**config.mk**
```make
export PLATFORM = sky130hd
export DESIGN_NAME = distram_fifo64_flat
export DESIGN_NICKNAME = d
export VERILOG_FILES = /design/src/rtl/distram_fifo64_if.sv /design/src/rtl/distram_fifo64.sv /design/src/flat_wrapper.sv
export SDC_FILE = /design/constraint.sdc
export NUM_CORES = 1
export LEC_CHECK = 0
export CORE_ASPECT_RATIO = 1.1
export CORE_MARGIN = 2
export CORE_UTILIZATION = 60
export DETAILED_ROUTE_END_ITERATION = 10
export GPL_ROUTABILITY_DRIVEN = 0
export PLACE_DENSITY = 0.77
export RECOVER_POWER = 100
export SLEW_MARGIN = 20
export SYNTH_ARGS = -nofsm -noshare
export SYNTH_HDL_FRONTEND = slang
export SYNTH_SLANG_ARGS = --single-unit
```
**constraint.sdc**
```tcl
create_clock -name clk -period 5.95 [get_ports clk]
set_input_delay 0.8925 -clock clk [delete_from_list [all_inputs] [get_ports clk]]
set_output_delay 0.8925 -clock clk [all_outputs]
set_load 0.02 [all_outputs]
```
**src/rtl/distram_fifo64_if.sv**
```systemverilog
// Handshake bundle for distram_fifo64: write side, flush, and the
// valid/ready output port. The FIFO uses the slave view; a source/consumer
// (or a testbench) uses the master view.
interface distram_fifo64_if #(
  parameter int WIDTH = 8
);
  logic             flush;
  logic             wr_en;
  logic [WIDTH-1:0] wr_data;
  logic             full;
  logic             overflow;
  logic             out_valid;
  logic             out_ready;
  logic [WIDTH-1:0] out_data;
  logic [6:0]       level;

  modport master (
    output flush, wr_en, wr_data, out_ready,
    input  full, overflow, out_valid, out_data, level
  );

  modport slave (
    input  flush, wr_en, wr_data, out_ready,
    output full, overflow, out_valid, out_data, level
  );
endinterface

```
**src/rtl/distram_fifo64.sv**
```systemverilog
// 64-deep synchronous FIFO built from WIDTH 64x1 dual-port distributed RAMs
// (synchronous write port, asynchronous read port) followed by a one-word
// output register. The output register gives first-word-fall-through with a
// valid/ready handshake, so the total capacity is 65 words.
module distram_fifo64 #(
  parameter int WIDTH = 8
) (
  input  logic             clk,
  input  logic             rst_n,
  distram_fifo64_if.slave  bus
);
  localparam int DEPTH = 64;

  logic [5:0]       wr_ptr;
  logic [5:0]       rd_ptr;
  logic [6:0]       ram_count;
  logic             out_valid_q;
  logic [WIDTH-1:0] out_data_q;
  logic             overflow_q;

  logic             full;
  logic             ram_empty;
  logic             wr_accept;
  logic             pop;
  logic             load;
  logic [WIDTH-1:0] rd_word;
  logic [6:0]       count_next;

  assign full      = (ram_count == 7'd64);
  assign ram_empty = (ram_count == 7'd0);

  // A write during flush is discarded, so it must not touch the RAM either.
  assign wr_accept = bus.wr_en && !full && !bus.flush;
  assign pop       = out_valid_q && bus.out_ready;
  // Refill the output register whenever it is empty or being emptied now.
  assign load      = !ram_empty && (!out_valid_q || pop);

  assign count_next = ram_count + {6'd0, wr_accept} - {6'd0, load};

  // One 64x1 distributed RAM per data bit: write at wr_ptr, async read at
  // rd_ptr. A load at rd_ptr == wr_ptr only happens when the RAM is full and
  // the write is then blocked, so the old word is always the right answer.
  genvar gi;
  generate
    for (gi = 0; gi < WIDTH; gi++) begin : g_bit
      logic [DEPTH-1:0] mem;

      // Write port A; contents deliberately survive reset and flush.
      always_ff @(posedge clk) begin
        if (wr_accept) begin
          mem[wr_ptr] <= bus.wr_data[gi];
        end
      end

      assign rd_word[gi] = mem[rd_ptr];
    end
  endgenerate

  // Pointers and RAM occupancy; flush outranks any write or load.
  always_ff @(posedge clk or negedge rst_n) begin
    if (!rst_n) begin
      wr_ptr    <= 6'd0;
      rd_ptr    <= 6'd0;
      ram_count <= 7'd0;
    end else if (bus.flush) begin
      wr_ptr    <= 6'd0;
      rd_ptr    <= 6'd0;
      ram_count <= 7'd0;
    end else begin
      if (wr_accept) begin
        wr_ptr <= wr_ptr + 6'd1;
      end
      if (load) begin
        rd_ptr <= rd_ptr + 6'd1;
      end
      ram_count <= count_next;
    end
  end

  // Output register: out_data only changes on a load, so it holds steady
  // while the consumer stalls. Flush drops the valid flag but keeps the data.
  always_ff @(posedge clk or negedge rst_n) begin
    if (!rst_n) begin
      out_valid_q <= 1'b0;
      out_data_q  <= '0;
    end else if (bus.flush) begin
      out_valid_q <= 1'b0;
    end else if (load) begin
      out_valid_q <= 1'b1;
      out_data_q  <= rd_word;
    end else if (pop) begin
      out_valid_q <= 1'b0;
    end
  end

  // Sticky overflow: any write attempt while full, even if a slot frees
  // up in the same cycle.
  always_ff @(posedge clk or negedge rst_n) begin
    if (!rst_n) begin
      overflow_q <= 1'b0;
    end else if (bus.flush) begin
      overflow_q <= 1'b0;
    end else if (bus.wr_en && full) begin
      overflow_q <= 1'b1;
    end
  end

  assign bus.full      = full;
  assign bus.overflow  = overflow_q;
  assign bus.out_valid = out_valid_q;
  assign bus.out_data  = out_data_q;
  assign bus.level     = ram_count + {6'd0, out_valid_q};
endmodule

```
**src/flat_wrapper.sv**
```systemverilog
// flat-port wrapper written by rule: the top's interface ports become plain ports
module distram_fifo64_flat 
#(
  parameter int WIDTH = 8
)
  (clk, rst_n, bus_flush, bus_wr_en, bus_wr_data, bus_out_ready, bus_full, bus_overflow, bus_out_valid, bus_out_data, bus_level);
  distram_fifo64_if #(.WIDTH(WIDTH)) bus_i ();
  input  logic clk;
  input  logic rst_n;
  input wire logic [$bits(bus_i.flush)-1:0] bus_flush;
  input wire logic [$bits(bus_i.wr_en)-1:0] bus_wr_en;
  input wire logic [$bits(bus_i.wr_data)-1:0] bus_wr_data;
  input wire logic [$bits(bus_i.out_ready)-1:0] bus_out_ready;
  output wire logic [$bits(bus_i.full)-1:0] bus_full;
  output wire logic [$bits(bus_i.overflow)-1:0] bus_overflow;
  output wire logic [$bits(bus_i.out_valid)-1:0] bus_out_valid;
  output wire logic [$bits(bus_i.out_data)-1:0] bus_out_data;
  output wire logic [$bits(bus_i.level)-1:0] bus_level;
  assign bus_i.flush = bus_flush;
  assign bus_i.wr_en = bus_wr_en;
  assign bus_i.wr_data = bus_wr_data;
  assign bus_i.out_ready = bus_out_ready;
  assign bus_full = bus_i.full;
  assign bus_overflow = bus_i.overflow;
  assign bus_out_valid = bus_i.out_valid;
  assign bus_out_data = bus_i.out_data;
  assign bus_level = bus_i.level;
  distram_fifo64 #(.WIDTH(WIDTH)) u_core (.clk(clk), .rst_n(rst_n), .bus(bus_i));
endmodule
```
==> results list <==
- Int Pwr: 7.114 mW
* Half-perimeter wire length of the detailed placement result: 27.58 mm
* Number of antenna violations at the first check in global routing: 0
- Logic depth of the worst setup path including buffers: 7
- Share of total power in combinational logic: 20.8%
* Number of synthesized flops with an enable pin: a little over 500
- Together, buffers and inverters on the worst path number 1.
- The run finished, with violations left.
- Total area of multi-input combinational cells: 5290 µm²
- Count of endpoints failing hold in the final timing report: 0
- Final Instance Area: 24140 µm²
- The critical path goes through and2_0, buf_4, a22oi_1, a21oi_1, nor4_1, o21ai_0, nand3_1.
- The final reports fail on max-capacitance violations, max-slew violations.
- Ys async rst share: under 10%
- Number of cells upsized or downsized after cts: 0
* Yosys warns: 0
- After the last flow step, the layout net total stands at 1355.
- Core area: between 30000 and 40000 µm²
- The final max-slew violation count is 584.
- Sequential fraction of design power: 45.5%
- Clock tree from TritonCTS: built
- Buffers inserted during clock tree synthesis total 50.
* Number of inserted filler cells in the final layout: 2357
* Ratio of total power to cell area: 403.1 nW/µm²
- Worst slew margin: -132.5%
* Maximum number of pins on one net before global-route repair: 100
* Source-to-sink clock delay at the later pin of the worst-skew pair: ~0.57 ns
- Across all layers, the routed design uses 11773 vias.
- Counting tap cells, the placed design contains a total of 1760 instances.
* Leakage power summed over all cells: 7.889 nW
- Setup TNS: 0 ns
- Number of standard cells in the final layout excluding fillers: about 1900
- The clock drives between 500 and 600 sinks.
* Max IR drop VDD: 0.3107 mV
* Origin of the critical flop-to-flop path: u_core.rd_ptr[1]
- Between clock sinks in the finished design, the worst skew comes to 0.01574 ns.
- CTS HTree Levels: 2
- Total global routing track utilization: 25.14%
- Row count: 73
- Transition time at the pin with the least slew margin: around 3.5 ns
- For this design the top-level I/O count stands at 31.
- The analysis attributes to net switching a power of 2.616 mW.
* Aggregate routed wire length: 47.61 mm
- The detailed router finished its first iteration with 1600 violations.
- Summing all flip-flop and latch instances after layout gives 16100 µm².
- Detailed-router iteration count before antenna repair: 6
* X dimension of the die: about 190 µm
- Clock Tree Buf Depth: 3
* Number of antenna diodes: 0
- Reg2reg setup slack: 1.43 ns
- Dividing the detail-routed wire length by the instance count gives 25.69 µm.
- Standard cell with the maximum stage delay on the critical path: and2_0
* Final setup violation count: 0
* Root Buffer: clkbuf_16
* Dominant register cell in the synthesized netlist: edfxtp_1
- Area of the die: between 30000 and 40000 µm²
- For this configuration, the core starts out at a cell density of 60.88%.
* Number of input and output port buffers inserted: 30
* Share of layout cells above drive strength 1: a little under a tenth
* Post-Synthesis Cell Area: roughly 22000 µm²
- Period minus WS final: 4.516 ns
* Sequential element share of the synthesized area: between 70 and 80%
- In this run the critical register-to-register path is captured at u_core.bus.out_data[7].
- Startpoint type of the worst setup path: register
- Total Power: roughly 9.7 mW
* Leading cell type in the layout, fill and taps excluded: edfxtp_1
- The critical path is of the reg -> reg type.
* Clock power frac: 33.8%
- Min Hold Slack: 0.5005 ns
- The via count of the first global-routing pass is 11616.
- Data arrival at the endpoint of the critical path: 4.96 ns
- CTS clk-pin slew, worst paths: 0.06 ns
- Hold worst-path end: u_core.bus.overflow
- In this run, distinct cell masters in the synthesized netlist total 46.
- Summed over all layers, the global routing overflow is 0.
* Unrepaired setup endpoints after global routing: false
* Post-CTS setup repair buffer count: 0
* Synthesized Nets: 1332
* Number of instances in the synthesized netlist: between 1000 and 1500
* Post-route DRC: 0
- Of all nets on the critical path, the largest fanout is 33.
- Worst path required time: between 6 and 7 ns
- Based on the critical path, the design can be clocked at up to 221.4 MHz.
* Worst stage delay on the critical path: approximately 1.8 ns
- Number of register bits inferred by synthesis: 541
- Number of nets with antenna violations after routing: 0
- Cell class contributing the biggest share of worst-path delay: simple AND/OR/NAND/NOR gates
- Count of maximum capacitance violations: 10
- Compared with the post-synthesis result, the final layout area differs by 9.901%.
* Switching share of power: between 20 and 30%
- The top cell types in the final layout, fill and taps aside, are edfxtp_1 (512), mux2i_1 (225), a22oi_1 (111).
- Startpoint of the most critical hold path: u_core.bus.overflow
* Per-cell via count in the routed design: 6.353
- Path class of the lowest-slack min-delay path: reg -> reg
* First-pass GRT wire length: a little over 70 mm
* Period Utilization, post-route: 75.91%
- Worst hold path depth: 2
- For the worst flop-to-flop path, the logic depth is 7.
- A synthesized cell averages about 17 µm².
- Placement-stage cell area: 22520 µm²
* Overall die height: roughly 200 µm
* Hold buffer count at cts: 0
- STA classifies the critical path endpoint as a register.
==> synth_stat cells, types with 14 or more instances <==
library cell / count / share of area (%)
a21oi_1: 34 / 0.77
ha_1: 16 / 0.91
mux2i_1: 225 / 10
nand2_1: 37 / 0.63
dfrtp_1: 29 / 3.3
buf_2: 23 / 0.52
edfxtp_1: 512 / 70
a22oi_1: 111 / 3.8
mux4_2: 15 / 1.5
clkbuf_1: 22 / 0.38
nor2_1: 76 / 1.3
buf_4: 14 / 0.48
nand3_1: 33 / 0.75
o21ai_0: 24 / 0.55
==> through the flow <==
stage / util [%] / setup WS [ns]
finish: 66.90 / 1.434
CTS: 67.14 / 2.408
global placement: 62.38 / 2.045
floorplan: - / 2.881
global route: 66.90 / 1.226
detailed placement: 62.41 / 1.964
==> cells by family (layout without fill, tap and decap cells) <==
kind of cell	count (synthesis)	after routing	share of synthesized area (%)
mux	249	249	12.32
compound gates	180	180	5.406
buf+inv	87	151	2.569
xor+xnor	18	18	0.7178
simple gates	210	210	4.677
flops	541	541	73.31
fa+ha+maj	17	17	1.003
==> layer usage <==
metal / global-route usage [%] / wire (µm) / up-vias
met5: 0 / 0 / -
met4: 9.771 / 1613 / 0
met3: 3.529 / 3867 / 96
met2: 42.44 / 23680 / 632
met1: 33.60 / 18450 / 5911
li1: - / - / 5134
==> flip-flops by register name, indices dropped and copies added (netlist names) <==
signal / flops
u_core.ram_count: 7
u_core.wr_ptr: 6
u_core.rd_ptr: 6
u_core.bus.overflow: 1
u_core.bus.out_valid: 1
u_core.g_bit.mem: 512
u_core.bus.out_data: 8
==> layout make-up <==
class                           count  share of cell area [%]
Clock buffer                       67                   5.702
Clock inverter                     26                   1.363
Inverter                           10                  0.1555
Multi-Input combinational cell    674                   21.92
Sequential cell                   541                   66.72
Tap cell                          487                   2.524
Timing Repair Buffer               48                   1.622
==> worst max path at each step <==
| stage | from | endpoint | slack, ns |
|---|---|---|---|
| 5_1_grt | u_core.rd_ptr[1] | u_core.bus.out_data[4] | 1.23 |
| 2_1_floorplan | bus_out_ready | u_core.ram_count[6] | 2.88 |
| 6_report | u_core.rd_ptr[1] | u_core.bus.out_data[7] | 1.43 |
| 3_3_place_gp | bus_flush | u_core.ram_count[6] | 2.04 |
| 4_1_cts | u_core.ram_count[4] | u_core.g_bit[3].mem[17] | 2.41 |
| 3_5_place_dp | bus_flush | u_core.g_bit[5].mem[17] | 1.96 |
==> worst min-delay path, stage by stage (launching register included) <==
cell and delay, ns:
dfrtp_1 0.35, a21oi_1 0.04, nor2_1 0.07
==> power groups by stage <==
stage,registers (mW),clock network (mW),logic (mW)
final,4.42,3.29,2.02
after global routing,4.43,3.46,2.17
after CTS,4.42,3.32,2.05
after detailed placement,4.50,0,2.03
after global placement,4.50,0,2.00
after floorplan,4.40,0,1.70
Note: power is estimated with default switching activity, not from simulation.
